**src/rtl/mesh_arb_pkg.sv**
```systemverilog
// Shared state type, watchdog width and round-robin pointer helper for the
// mesh output-port arbiter.
package mesh_arb_pkg;

   typedef enum logic {EMPTY = 1'b0, FULL = 1'b1} arb_state_t;

   localparam int DEF_TIMEOUT = 50;
   localparam int STALL_CNT_W = $clog2(DEF_TIMEOUT + 1);

   function automatic int unsigned rr_next(input int unsigned ptr, input int unsigned n);
      if (ptr >= n - 32'd1) begin
         return 32'd0;
      end else begin
         return ptr + 32'd1;
      end
   endfunction

endpackage

```
**src/rtl/mesh_rr_picker.sv**
```systemverilog
// Combinational round-robin picker: first asserted request at or after ptr,
// wrapping modulo N_IN. Holds no state.
module mesh_rr_picker #(
   parameter int N_IN = 5,
   parameter int ID_W = $clog2(N_IN)
) (
   input  logic [N_IN-1:0] req,
   input  logic [ID_W-1:0] ptr,
   output logic            any,
   output logic [ID_W-1:0] idx,
   output logic [N_IN-1:0] onehot
);

   int unsigned w_pos;

   // Priority search starting at ptr; the first hit locks the result.
   always_comb begin
      any    = 1'b0;
      idx    = '0;
      onehot = '0;
      w_pos  = 32'd0;
      for (int k = 0; k < N_IN; k++) begin
         w_pos = 32'(ptr) + 32'(k);
         if (w_pos >= 32'(N_IN)) begin
            w_pos = w_pos - 32'(N_IN);
         end else begin
            w_pos = w_pos;
         end
         if (!any && req[w_pos[ID_W-1:0]]) begin
            any = 1'b1;
            idx = w_pos[ID_W-1:0];
         end else begin
            any = any;
         end
      end
      if (any) begin
         onehot[idx] = 1'b1;
      end else begin
         onehot = '0;
      end
   end

endmodule

```
**src/rtl/mesh_port_arbiter.sv**
```systemverilog
// Round-robin arbiter sharing one mesh output port among N_IN source FIFOs via a
// 1-entry holding register. Optional per-source grant counters: MESH_ARB_STATS_EN.
module mesh_port_arbiter
   import mesh_arb_pkg::*;
#(
   parameter int N_IN    = 5,
   parameter int pckg_sz = 40,
   parameter int TIMEOUT = 50
) (
   input  logic                      clk,
   input  logic                      reset,
   input  logic [N_IN-1:0]           pndng_in,
   input  logic [N_IN*pckg_sz-1:0]   data_in,
   output logic [N_IN-1:0]           pop_in,
   output logic                      pndng_out,
   output logic [pckg_sz-1:0]        data_out,
   input  logic                      pop_out,
   output logic [$clog2(N_IN)-1:0]   grant_id,
   output logic                      stall
`ifdef MESH_ARB_STATS_EN
   ,
   output logic [N_IN*16-1:0]        grant_cnt
`endif
);

   localparam int ID_W  = $clog2(N_IN);
   localparam int CNT_W = (TIMEOUT <= DEF_TIMEOUT) ? STALL_CNT_W : $clog2(TIMEOUT + 1);

   arb_state_t         r_state;
   arb_state_t         w_state_nxt;
   logic [ID_W-1:0]    r_rr_ptr;
   logic [ID_W-1:0]    r_grant_id;
   logic [ID_W-1:0]    w_idx;
   logic [pckg_sz-1:0] r_data;
   logic [CNT_W-1:0]   r_stall_cnt;
   logic [CNT_W-1:0]   w_stall_cnt_nxt;
   logic               r_stall;
   logic               w_any;
   logic               w_can_grant;
   logic               w_grant;
   logic [N_IN-1:0]    w_onehot;

   mesh_rr_picker #(
      .N_IN (N_IN),
      .ID_W (ID_W)
   ) u_picker (
      .req    (pndng_in),
      .ptr    (r_rr_ptr),
      .any    (w_any),
      .idx    (w_idx),
      .onehot (w_onehot)
   );

   // The holding slot frees up either because it is empty or because it drains this cycle.
   assign w_can_grant = (r_state == EMPTY) | pop_out;
   assign w_grant     = w_can_grant & w_any & reset;
   assign pop_in      = {N_IN{w_grant}} & w_onehot;

   assign pndng_out = (r_state == FULL);
   assign data_out  = r_data;
   assign grant_id  = r_grant_id;
   assign stall     = r_stall;

   // Next holding-register state.
   always_comb begin
      w_state_nxt = r_state;
      case (r_state)
         EMPTY: begin
            if (w_grant) begin
               w_state_nxt = FULL;
            end else begin
               w_state_nxt = EMPTY;
            end
         end
         FULL: begin
            if (pop_out && !w_grant) begin
               w_state_nxt = EMPTY;
            end else begin
               w_state_nxt = FULL;
            end
         end
         default: w_state_nxt = EMPTY;
      endcase
   end

   // Watchdog count of consecutive cycles the downstream leaves a packet unconsumed.
   always_comb begin
      w_stall_cnt_nxt = '0;
      if ((r_state == FULL) && !pop_out) begin
         if (r_stall_cnt >= CNT_W'(TIMEOUT)) begin
            w_stall_cnt_nxt = CNT_W'(TIMEOUT);
         end else begin
            w_stall_cnt_nxt = r_stall_cnt + CNT_W'(1);
         end
      end else begin
         w_stall_cnt_nxt = '0;
      end
   end

   // State register and watchdog; a reset drops any held packet.
   always_ff @(posedge clk or negedge reset) begin
      if (!reset) begin
         r_state     <= EMPTY;
         r_stall_cnt <= '0;
         r_stall     <= 1'b0;
      end else begin
         r_state     <= w_state_nxt;
         r_stall_cnt <= w_stall_cnt_nxt;
         r_stall     <= r_stall | (w_stall_cnt_nxt == CNT_W'(TIMEOUT));
      end
   end

   // Capture the winning packet and advance the round-robin pointer past the winner.
   always_ff @(posedge clk or negedge reset) begin
      if (!reset) begin
         r_data     <= '0;
         r_grant_id <= '0;
         r_rr_ptr   <= '0;
      end else if (w_grant) begin
         r_data     <= data_in[32'(w_idx)*pckg_sz +: pckg_sz];
         r_grant_id <= w_idx;
         r_rr_ptr   <= ID_W'(rr_next(32'(w_idx), 32'(N_IN)));
      end else begin
         r_data     <= r_data;
         r_grant_id <= r_grant_id;
         r_rr_ptr   <= r_rr_ptr;
      end
   end

`ifdef MESH_ARB_STATS_EN
   logic [N_IN*16-1:0] r_grant_cnt;

   // Per-source grant counters, wrapping at 16 bits.
   always_ff @(posedge clk or negedge reset) begin
      if (!reset) begin
         r_grant_cnt <= '0;
      end else begin
         for (int i = 0; i < N_IN; i++) begin
            if (w_grant && w_onehot[i]) begin
               r_grant_cnt[i*16 +: 16] <= r_grant_cnt[i*16 +: 16] + 16'd1;
            end else begin
               r_grant_cnt[i*16 +: 16] <= r_grant_cnt[i*16 +: 16];
            end
         end
      end
   end

   assign grant_cnt = r_grant_cnt;
`endif

endmodule

```
**config.mk**
```make
export PLATFORM = sky130hd
export DESIGN_NAME = mesh_port_arbiter
export DESIGN_NICKNAME = d
export VERILOG_FILES = /design/src/rtl/mesh_arb_pkg.sv /design/src/rtl/mesh_rr_picker.sv /design/src/rtl/mesh_port_arbiter.sv
export SDC_FILE = /design/constraint.sdc
export NUM_CORES = 1
export LEC_CHECK = 0
export CORE_MARGIN = 2
export CORE_UTILIZATION = 41
export CTS_CLUSTER_DIAMETER = 40
export DETAILED_ROUTE_END_ITERATION = 8
export HOLD_SLACK_MARGIN = 0.05
export PLACE_DENSITY = 0.92
export SYNTH_ARGS = -nofsm -noshare
export SYNTH_HDL_FRONTEND = slang
export SYNTH_SLANG_ARGS = --single-unit
```
**constraint.sdc**
```tcl
create_clock -name clk -period 5.8 [get_ports clk]
set_input_delay 1.16 -clock clk [delete_from_list [all_inputs] [get_ports clk]]
set_output_delay 1.16 -clock clk [all_outputs]
set_load 0.01 [all_outputs]
```
==> qor.txt <==
Required @ worst endpoint = 4.64 ns
vias in the first global route = 5799
utilization after layout = 65.1%
ant diodes = 0
count of different cell masters after synthesis = 61
chip height = 114 µm
post-route cell area = 0.00776 mm²
area share of fa/ha/maj cells after synthesis = 3.18%
worst r2r src = r_rr_ptr[1]$_DFFE_PN0P_
commonest non-fill, non-tap cells in the layout = 252 x clkdlybuf4s50_1, 86 x nand3_1, 82 x a21o_1, 77 x o21ai_0, 60 x nor2_1
Via Count = 6222
dpl cell area = 0.00759 mm²
min Tclk post-route = 5.56 ns
hold buffers post-CTS = 0
synthesized area = 0.00496 mm²
Clock Latency Late Sink = 0.29 ns
synth warn = 0
Pins Over Slew Limit = 0
crit-path max FO = 21
Die Wd = 114 µm
share of the yosys chip area belonging to registers = 27.2%
Startpoint Class = register
global-route wire length before repair = 28700 µm
XOR/XNOR share of the synthesized area = 1.41%
die area = 0.0130 mm²
Clock Tree Buf Depth = 2
largest stage delay on the critical path = 0.57 ns
worst path cell trace = buf_4 -> ha_1 -> and3b_1 -> or4_4 -> a21bo_1 -> a211o_1 -> and3b_1 -> a41o_1 -> nor2_4 -> nand2b_2 -> nor3_1 -> clkdlybuf4s50_1
Crit path max-delay family = simple AND/OR/NAND/NOR gates
worst hold-check path type = register to register
post-synthesis register bit count = 54
Mapped Nets = 887
Sink Count = 54
layout cells sized above 1 = 5.52%
Max-slew headroom = 48.4%
Iter 0 DRT Violations = 454
largest net degree at the start of global routing = 81
final WL = 18900 µm
setup slack after placement = 0.0982 ns
Initial Util = 41.6%
Max-Cap Viols = 0
Peak VDD IR = 596 µV
DRC viols = 0
root buffer cell = clkbuf_16
Final setup viols = 0
Fin Clk Skew = 0.0123 ns
WL per Instance = 18.3 µm
final hold slack = 0.483 ns
crit path from = r_rr_ptr[1]$_DFFE_PN0P_
Post-CTS Resized = 0
cell leakage power = 3.24 nW
I/O pin count = 258
htree depth = 2
WP buf/inv = 2
worst slew pin tran = 0.773 ns
Post-Synth Simple-Gate Area = 20.3%
synth-to-layout area growth = 56.5%
CP Capture Type = primary output
main combinational cell family by area after synthesis = compound AO/OA/AOI/OAI gates
CP most frequent cell = and3b_1
status = finished clean
WS Path Type = register to primary output
Core Box Area = 0.0119 mm²
ANT nets after route = 0
initial antenna violation count = 0
post-CTS setup repair buffer count = 0
worst hold start = grant_id[2]$_DFFE_PN0P_
gr usage total = 27.7%
CP arrival = 4.40 ns
Vias/cell = 6.02
Final Hold Fails = 0
Site Rows = 40
dpl hpwl = 13500 µm
TNS Setup = 0 ns
Setup WS post-layout = 0.238 ns
pwr dens = 799 mW/mm²
ys flop type = dfrtp_1
FMAX = 0.180 GHz
GPL Wtd Cong = 0.961
Synth Area in Compound Gates = 38.3%
grt ovf = 0
Pre-antenna DRT Iters = 7
cts bufs inserted = 5
Worst-path clk slew = 0.07 ns
slowest CP cell = clkdlybuf4s50_1
mean post-synth cell area = 7.44 µm²
cells after synthesis = 667
mux share of post-synthesis cell area = 2.52%
post-synthesis async set-or-reset flop share = 100%
Port Buffers = 257
most common library cell in the layout ignoring fill and taps = clkdlybuf4s50_1
Tcrit/Tclk final = 95.9%
CTS tree = yes
# nets final = 1106
EDFF count, synth = 0
## path summary, 6_finish.rpt
check | endpoint | slack [ns] | depth (start not counted)
max | pop_in[1] | 0.24 | 12
min | grant_id[2]$_DFFE_PN0P_ | 0.48 | 1
max reg2reg | data_out[32]$_DFFE_PN0P_ | 1.53 | 13
min reg2reg | grant_id[2]$_DFFE_PN0P_ | 0.48 | 1
max in group asynchronous | r_rr_ptr[1]$_DFFE_PN0P_ | 4.21 | 2
min in group asynchronous | data_out[14]$_DFFE_PN0P_ | 1.10 | 2
## registers in the layout, indices dropped and copies added, names as in the netlist
name	flops
data_out	40
grant_id	3
pndng_out	1
r_rr_ptr	3
r_stall_cnt	6
stall	1
## metal layers
| metal | track usage, % | vias to the layer above | wire length, µm |
|---|---|---|---|
| met4 | 12.7 | 0 | 821 |
| met5 | 0 | - | 0 |
| met1 | 34.7 | 2894 | 7340 |
| met3 | 6.32 | 60 | 1980 |
| li1 | - | 2890 | - |
| met2 | 45.4 | 378 | 8730 |
## worst register-to-register path, cell delays in order, from the launching register on
cell	delay, ns
dfrtp_2	0.49
buf_4	0.20
ha_1	0.23
and3b_1	0.21
or4_4	0.53
and3_1	0.19
o221ai_1	0.29
and3b_1	0.34
nand4_1	0.20
a21oi_4	0.21
buf_4	0.56
o21ai_0	0.40
a21o_1	0.24
a31oi_1	0.12
## cell families after synthesis
logic type | count (synthesis)
compound gates | 300
fa+ha+maj | 12
simple gates | 206
mux | 10
buf+inv | 77
xor+xnor | 8
flops | 54
## cell type report
cell class | instances | area (µm²)
Clock buffer | 5 | 125
Clock inverter | 3 | 18.8
Fill cell | 1008 | 4150
Inverter | 13 | 48.8
Multi-Input combinational cell | 536 | 3310
Sequential cell | 54 | 1350
Tap cell | 147 | 184
Timing Repair Buffer | 276 | 2720
## synth_stat cells (2+ instances only)
| cell | instances | area (µm²) |
|---|---|---|
| nand3_1 | 87 | 435 |
| a21o_1 | 83 | 623 |
| o21ai_0 | 79 | 395 |
| nor2_1 | 61 | 229 |
| dfrtp_1 | 54 | 1350 |
| a21oi_1 | 49 | 245 |
| a31oi_1 | 42 | 263 |
| clkbuf_1 | 36 | 135 |
| buf_2 | 21 | 105 |
| nand2_1 | 16 | 60.1 |
| inv_1 | 12 | 45.0 |
| o21ai_1 | 12 | 60.1 |
| ha_1 | 11 | 138 |
| nand2b_1 | 9 | 56.3 |
| mux2i_1 | 8 | 80.1 |
| xnor2_1 | 6 | 52.6 |
| and2_1 | 4 | 25.0 |
| and3_1 | 4 | 25.0 |
| buf_6 | 4 | 45.0 |
| nand4_1 | 4 | 25.0 |
| nor3_1 | 4 | 20.0 |
| a211oi_1 | 3 | 22.5 |
| a2bb2oi_1 | 3 | 26.3 |
| buf_1 | 3 | 11.3 |
| nor2b_1 | 3 | 18.8 |
| o211a_1 | 3 | 30.0 |
| o22ai_1 | 3 | 18.8 |
| a211o_1 | 2 | 17.5 |
| a22o_1 | 2 | 17.5 |
| and3b_1 | 2 | 17.5 |
| mux4_2 | 2 | 45.0 |
| nor4b_1 | 2 | 17.5 |
| o21a_1 | 2 | 15.0 |
| o31ai_1 | 2 | 15.0 |
| or3_1 | 2 | 12.5 |
| xor2_1 | 2 | 17.5 |
## power by group
group	leakage (nW)	switching, mW	internal, mW
sequential	0.630	0.106	0.568
combinational	2.54	3.10	2.13
clock	0.0740	0.143	0.161
total	3.24	3.35	2.85
## stage by stage
step | total power, mW | instances
6_report | 6.20 | 1034
5_1_grt | 6.67 | 1034
4_1_cts | 6.15 | 1034
3_5_place_dp | 5.82 | 1026
3_3_place_gp | 5.77 | 1026
2_1_floorplan | 4.40 | 667
(Power assumes the default switching activity.)
